File: src/rtl/gray_frame_serializer_if.sv
// Word-input handshake for gray_frame_serializer: the producer drives data/valid, the serializer returns ready.
interface gray_frame_serializer_if #(
    parameter int WIDTH = 5
);
    logic [WIDTH-1:0] in_data;
    logic             in_valid;
    logic             in_ready;

    modport master (output in_data, output in_valid, input in_ready);
    modport slave  (input in_data, input in_valid, output in_ready);
endinterface

File: src/rtl/gray_frame_serializer.sv
// Buffers Gray words in a small FIFO and streams them MSB-first in fixed WIDTH-cycle frames, idle frames when empty.
// Build option GRAY_ENCODE_EN: accept binary words and Gray-encode them on the way into the FIFO.
module gray_frame_serializer #(
    parameter int WIDTH = 5,
    parameter int DEPTH = 2
) (
    input  logic                       clk,
    input  logic                       rst,
    gray_frame_serializer_if.slave     bus,
    output logic                       ser_out,
    output logic                       ser_valid,
    output logic                       frame_start,
    output logic [$clog2(DEPTH+1)-1:0] fifo_level
);
    localparam int AW = $clog2(DEPTH);
    localparam int PW = AW + 1;
    localparam int LW = $clog2(DEPTH + 1);
    localparam int SW = $clog2(WIDTH);

    typedef enum logic {
        IDLE_FRM = 1'b0,
        DATA_FRM = 1'b1
    } state_t;

    function automatic logic [WIDTH-1:0] encode_word(input logic [WIDTH-1:0] w);
`ifdef GRAY_ENCODE_EN
        return w ^ (w >> 1);
`else
        return w;
`endif
    endfunction

    logic [WIDTH-1:0] mem [DEPTH];
    logic [PW-1:0]    wr_ptr;
    logic [PW-1:0]    rd_ptr;
    logic [PW-1:0]    level;
    logic [WIDTH-1:0] head;
    logic [WIDTH-1:0] shreg;
    logic [SW-1:0]    slot;
    logic             first;
    state_t           state;
    logic             full;
    logic             empty;
    logic             push;
    logic             pop;
    logic             boundary;

    // Extra pointer bit separates full from empty when the low bits match.
    assign level      = wr_ptr - rd_ptr;
    assign full       = (level == PW'(DEPTH));
    assign empty      = (level == '0);
    assign head       = mem[rd_ptr[AW-1:0]];
    assign fifo_level = LW'(level);
    assign bus.in_ready = !full;

    // The first edge after reset opens slot 0 without waiting for a wrap.
    assign boundary = first || (slot == SW'(WIDTH - 1));
    assign push     = bus.in_valid && !full;
    assign pop      = boundary && !empty;

    always_ff @(posedge clk) begin
        if (push) begin
            mem[wr_ptr[AW-1:0]] <= encode_word(bus.in_data);
        end
    end

    always_ff @(posedge clk or posedge rst) begin
        if (rst) begin
            wr_ptr <= '0;
            rd_ptr <= '0;
        end else begin
            if (push) wr_ptr <= wr_ptr + PW'(1);
            if (pop)  rd_ptr <= rd_ptr + PW'(1);
        end
    end

    // ser_out already carries the MSB, so shreg keeps only the bits still to go.
    always_ff @(posedge clk) begin
        if (pop) shreg <= head << 1;
        else     shreg <= shreg << 1;
    end

    always_ff @(posedge clk or posedge rst) begin
        if (rst) begin
            state       <= IDLE_FRM;
            slot        <= '0;
            first       <= 1'b1;
            ser_out     <= 1'b0;
            ser_valid   <= 1'b0;
            frame_start <= 1'b0;
        end else begin
            first       <= 1'b0;
            frame_start <= boundary;
            if (boundary) begin
                slot <= '0;
                if (!empty) begin
                    state     <= DATA_FRM;
                    ser_valid <= 1'b1;
                    ser_out   <= head[WIDTH-1];
                end else begin
                    state     <= IDLE_FRM;
                    ser_valid <= 1'b0;
                    ser_out   <= 1'b0;
                end
            end else begin
                slot    <= slot + SW'(1);
                ser_out <= (state == DATA_FRM) ? shreg[WIDTH-1] : 1'b0;
            end
        end
    end
endmodule
File: src/flat_wrapper.sv
// flat-port wrapper written by rule: the top's interface ports become plain ports
module gray_frame_serializer_flat 
#(
    parameter int WIDTH = 5,
    parameter int DEPTH = 2
)
  (clk, rst, ser_out, ser_valid, frame_start, fifo_level, bus_in_data, bus_in_valid, bus_in_ready);
  gray_frame_serializer_if #(.WIDTH(WIDTH)) bus_i ();
  input  logic clk;
  input  logic rst;
  output logic ser_out;
  output logic ser_valid;
  output logic frame_start;
  output logic [$clog2(DEPTH+1)-1:0] fifo_level;
  input wire logic [$bits(bus_i.in_data)-1:0] bus_in_data;
  input wire logic [$bits(bus_i.in_valid)-1:0] bus_in_valid;
  output wire logic [$bits(bus_i.in_ready)-1:0] bus_in_ready;
  assign bus_i.in_data = bus_in_data;
  assign bus_i.in_valid = bus_in_valid;
  assign bus_in_ready = bus_i.in_ready;
  gray_frame_serializer #(.WIDTH(WIDTH), .DEPTH(DEPTH)) u_core (.clk(clk), .rst(rst), .bus(bus_i), .ser_out(ser_out), .ser_valid(ser_valid), .frame_start(frame_start), .fifo_level(fifo_level));
endmodule
File: config.mk
export PLATFORM = sky130hd
export DESIGN_NAME = gray_frame_serializer_flat
export DESIGN_NICKNAME = d
export VERILOG_FILES = /design/src/rtl/gray_frame_serializer_if.sv /design/src/rtl/gray_frame_serializer.sv /design/src/flat_wrapper.sv
export SDC_FILE = /design/constraint.sdc
export NUM_CORES = 1
export LEC_CHECK = 0
export BUFFER_PORTS_ARGS = -buffer_cell sky130_fd_sc_hd__buf_4
export CELL_PAD_IN_SITES_DETAIL_PLACEMENT = 1
export CELL_PAD_IN_SITES_GLOBAL_PLACEMENT = 2
export CORE_MARGIN = 3
export CORE_UTILIZATION = 31
export CTS_CLUSTER_SIZE = 8
export DETAILED_ROUTE_END_ITERATION = 8
export HOLD_SLACK_MARGIN = 0.12
export PLACE_DENSITY = 0.7
export SLEW_MARGIN = 20
export SYNTH_ARGS = -nofsm -noshare
export SYNTH_HDL_FRONTEND = slang
export SYNTH_SLANG_ARGS = --single-unit
File: constraint.sdc
create_clock -name clk -period 2.2 [get_ports clk]
set_input_delay 0.11 -clock clk [delete_from_list [all_inputs] [get_ports clk]]
set_output_delay 0.11 -clock clk [all_outputs]
set_load 0.01 [all_outputs]
# Word-level counts from Yosys, hierarchy flattened
# Memories as Yosys holds them, arrays and structs flattened.
# Cells that the tools add are included.
[classes]
n_addsub = 4
n_eq_ne = 2
n_mux = 8
reduce_logical = 6
[ops]
columns = ["cell", "n"]
rows = [
  ["1-bit 2-to-1 mux", 6],
  ["5-bit 2-to-1 mux", 1],
  ["2-bit by 1-bit adder with 2-bit output, second input constant", 2],
  ["3-bit by 1-bit adder with 3-bit output, second input constant", 1],
  ["3-bit == test, second input constant", 1],
  ["3-bit 2-to-1 mux", 1],
  ["2-bit == test, second input constant", 1],
  ["1-bit logical AND", 2],
  ["1-bit logical NOT", 2],
  ["2-bit logical NOT", 1],
  ["2-bit subtractor", 1],
  ["1-bit logical OR", 1],
]
[totals]
ff_bits = 16
ram_bits = 10
memories = 1
[memory_table]
columns = ["name", "words", "word_bits", "read_ports", "rd_ports_with_merged_regs", "wr", "line_no", "source"]
rows = [
  ["u_core.mem", 2, 5, 1, 0, 1, "gray_frame_serializer.sv:33", "logic [WIDTH-1:0] mem [DEPTH];"],
]

# Logic depth before layout (Yosys ltp)
[depth]
ltp_word = 6
depth_mapped = 6

# Worst setup path after synthesis
# No wires, ideal clock.
[synth_path]
kind = "reg2reg"
start = "register u_core.wr_ptr[0]"
end = "memory u_core.mem[0][0] (enable)"
path_buffers = 0
period_less_slack_ns = 1.707
path_slack_ns = 0.493
setup_time_ns = 0.340
t_arrival_ns = 1.368
path_stages_with_launch = 6
path_cell_list = "dfrtp_1 -> inv_1 -> ha_1 -> inv_1 -> o21ai_0 -> nor2_1"
[synth_between]
elab_chain_len = 6
[synth_lines]
columns = ["item", "line_no", "source"]
rows = [
  ["start, declared", "gray_frame_serializer.sv:34", "logic [PW-1:0] wr_ptr;"],
  ["start signal, assigned", "gray_frame_serializer.sv:72", "if (push) wr_ptr <= wr_ptr + PW'(1);"],
  ["2-bit subtractor", "gray_frame_serializer.sv:49", "assign level = wr_ptr - rd_ptr;"],
  ["via fifo_level[0]", "flat_wrapper.sv:14", "output logic [$clog2(DEPTH+1)-1:0] fifo_level;"],
  ["2-bit == test", "gray_frame_serializer.sv:50", "assign full = (level == PW'(DEPTH));"],
  ["1-bit logical NOT", "gray_frame_serializer.sv:58", "assign push = bus.in_valid && !full;"],
  ["1-bit logical AND", "gray_frame_serializer.sv:58", ""],
  ["1-bit 2-to-1 mux", "gray_frame_serializer.sv:62", "if (push) begin"],
  ["1-bit 2-to-1 mux (implied by the code)", "gray_frame_serializer.sv:63", "mem[wr_ptr[AW-1:0]] <= encode_word(bus.in_data);"],
  ["end, declared", "gray_frame_serializer.sv:33", ""],
]
# The timed path passes the listed nets, and every way through them passes these cells.

# Final worst setup path
[layout_path]
start = "register u_core.rd_ptr[0]"
end = "memory u_core.mem[0][3] (enable)"
[layout_between]
elab_chain_len = 6
[layout_lines]
columns = ["item", "line_no", "source"]
rows = [
  ["start, declared", "gray_frame_serializer.sv:35", "logic [PW-1:0] rd_ptr;"],
  ["start signal, assigned", "gray_frame_serializer.sv:73", "if (pop) rd_ptr <= rd_ptr + PW'(1);"],
  ["2-bit subtractor", "gray_frame_serializer.sv:49", ""],
  ["2-bit == test", "gray_frame_serializer.sv:50", ""],
  ["1-bit logical NOT", "gray_frame_serializer.sv:58", ""],
  ["1-bit logical AND", "gray_frame_serializer.sv:58", ""],
  ["1-bit 2-to-1 mux", "gray_frame_serializer.sv:62", ""],
  ["1-bit 2-to-1 mux (implied by the code)", "gray_frame_serializer.sv:63", ""],
]
# No other way between the ends.

==> flow_summary.toml <==
[outcome]
outcome = "complete, no violations"

[cts]
root_buffer = "clkbuf_4"
cts.htree.levels = 1
cts_resized = 0
cts_num_sinks = 25
clk_pin_slew_ns = 0.13
cts_buffer_depth = 2
numCtsBuffers = 3
worstSkewPairLatency_ns = 0.30
cts_tree = "built"

[yosys]
synthCells = 70
synth_top_area_share_pct = 29.6
synth_top_area_cell = "edfxtp_1"
yosysSeqAreaShare_pct = 64.8
synth-seq-cells = 25
yosysWarnings = 0
synth_area_um2 = 1010
synth_nets = 81
synthTopCellsByArea = "edfxtp_1 (30%), dfrtp_1 (25%), dfxtp_1 (7.9%)"
syn_area_per_cell_um2 = 14.5
ys_types = 27

[worst_hold_path]
hold_path_class = "input port to flip-flop"
hp-start = "bus_in_valid"
min_to = "u_core.wr_ptr[1]"
holdPathStages = 3

[worst_setup_path]
crit_cells = 4
worst-path-max-fanout = 7
critPathCaptureType = "flip-flop"
path_class = "flip-flop to flip-flop"
crit_path_top_delay_cell = "dfrtp_1"
rr_worst_depth = 4
required_ns = 2.18
r2r-start = "u_core.rd_ptr[0]"
crit_arrival_ns = 1.90
start_kind = "flip-flop"
regToRegEndpoint = "u_core.mem[0][3]"
rrSetupSlack_ns = 0.28
path_delay_family = "flip-flops"
slowest_delay_ns = 0.50
cp_cell_sequence = "ha_1 > inv_1 > o21ai_0 > nor2_1"
path_buf_inv = 1

[timing]
max_clock_freq_ghz = 0.521
setup_viol = 0
rsz0062_at_grt = "no"
finalSetupTns_ns = 0
slew_violations = 0
fin_crit_sh_pct = 87.3
period_minus_slack_ns = 1.92
hold_violations = 0
finClkSkew_ns = 0.00387

[cells_and_area]
area_delta_synth_final_pct = 24.7
finalNonFillerCells = 138
layout_common_cells = "buf_4 (15), dfrtp_1 (10), edfxtp_1 (10)"
fillCellCount = 325
drive_gt1_share_pct = 30.9
antenna_cells = 0
finish.utilization_pct = 41.1
final-seq-area_um2 = 657
multiInputGateArea_um2 = 327
nets = 106
layout_commonest_cell = "buf_4"

[grt]
grt_pass1_wl_mm = 2.99
antenna_found_initial = 0
grt_overflow = 0
grt_pass1_vias = 652
grt_use_total_pct = 9.77
grt_max_degree = 14

[placed_design]
numPortBuffers = 13
dp_cells = 128
place.gp.congestion = 0.739
dpl.hpwl_mm = 1.34

[flow_run]
maxCapViolations = 0

[detailed_routing]
vias_per_cell = 4.15
first_pass_iters = 2
wire_per_inst_um = 12.7
drc_errors = 0
drt-initial-drc-count = 6
postRouteAntennaNets = 0
routed_wl_mm = 1.75
vias = 573

[pwr]
leakage_nw = 0.539
peakVddDrop_mv = 0.795
p_per_area_nw_per_um2 = 1390

[floorplanning]
ios = 14
core_um2 = 3080
initial_core_util_pct = 32.9
die_w_um = 63.2
die_h_um = 63.2
rows = 20
die_area_um2 = 3990
==> Yosys cell counts (all sizes together) <==
cell type,number
dfrtp,10
edfxtp,10
inv,7
mux2,6
nor2,5
xnor2,5
dfxtp,4
ha,3
mux2i,3
a211oi,2
a21oi,2
nor2b,2
a31o,1
a31oi,1
and2,1
clkbuf,1
conb,1
dfstp,1
nand2,1
nand2b,1
o21ai,1
o31ai,1
xor2,1
==> how the worst max path moves through the flow <==
stage	from	to	slack, ns
after floorplan	u_core.wr_ptr[0]	u_core.mem[0][0]	0.49
after global placement	u_core.rd_ptr[0]	u_core.mem[0][4]	0.37
after detailed placement	u_core.rd_ptr[0]	u_core.mem[0][1]	0.25
after CTS	u_core.rd_ptr[0]	u_core.mem[0][3]	0.22
after global routing	u_core.rd_ptr[0]	u_core.mem[0][3]	0.13
final	u_core.rd_ptr[0]	u_core.mem[0][3]	0.28
==> flip-flops by register name, summed over array words and instances, names as in the netlist <==
signal	cells
u_core.wr_ptr	2
u_core.rd_ptr	2
u_core.ser_valid	1
u_core.first	1
u_core.mem	10
u_core.shreg	4
u_core.ser_out	1
u_core.frame_start	1
u_core.slot	3
==> report_power, final <==
group          switching, mW  total [mW]  internal [mW]
Clock                  0.127       0.197         0.0706
Sequential            0.0963       0.751          0.655
Combinational          0.386       0.809          0.423
Total                  0.608        1.76           1.15
==> through the flow <==
step	total power, mW	setup WS (ns)	hold WS [ns]	area (um2)
final	1.76	0.280	0.133	1260
after global routing	1.90	0.132	0.126	1260
after CTS	1.79	0.222	0.127	1260
after detailed placement	1.58	0.254	0.139	1180
after global placement	1.55	0.370	0.139	1180
after floorplan	1.29	0.493	-0.0383	1010
==> cells by family after synthesis <==
group / share of synthesized area [%]
flip-flops: 64.8
adder cells (fa/ha/maj): 3.70
XOR/XNOR: 5.93
multiplexers: 10.7
AND/OR/NAND/NOR: 4.69
buffers and inverters: 2.96
AO/OA/AOI/OAI: 6.79
other: 0.370
==> timing repair <==
item / CTS / global route
endpoints found under the hold margin: 21 / 0
setup buffers: 0 / 0
endpoints found under the setup margin: 0 / 0
hold buffers: 6 / 0
==> per-layer routing <==
layer  up-vias  part of all wire, %  track usage [%]  wire length (um)
met1       278                   48             12.3               836
met2         8                   46             15.5               814
met5         -                    0                0                 0
met3         2                  4.6             3.03                81
met4         0                  1.1             4.04                19
li1        285                    -                -                 -
==> final cells by class <==
| type | count | share of cell area (%) |
|---|---|---|
| Clock buffer | 4 | 2.08 |
| Sequential cell | 25 | 52.0 |
| Tap cell | 44 | 4.36 |
| Timing Repair Buffer | 21 | 13.7 |
| Inverter | 7 | 2.08 |
| Multi-Input combinational cell | 37 | 25.8 |
==> worst min-delay path, delay by kind of cell <==
kind	cells	cell delay, ns
compound gates	1	0.08
buf+inv	1	0.11
simple gates	1	0.11
Power figures use the tool's default switching activity.
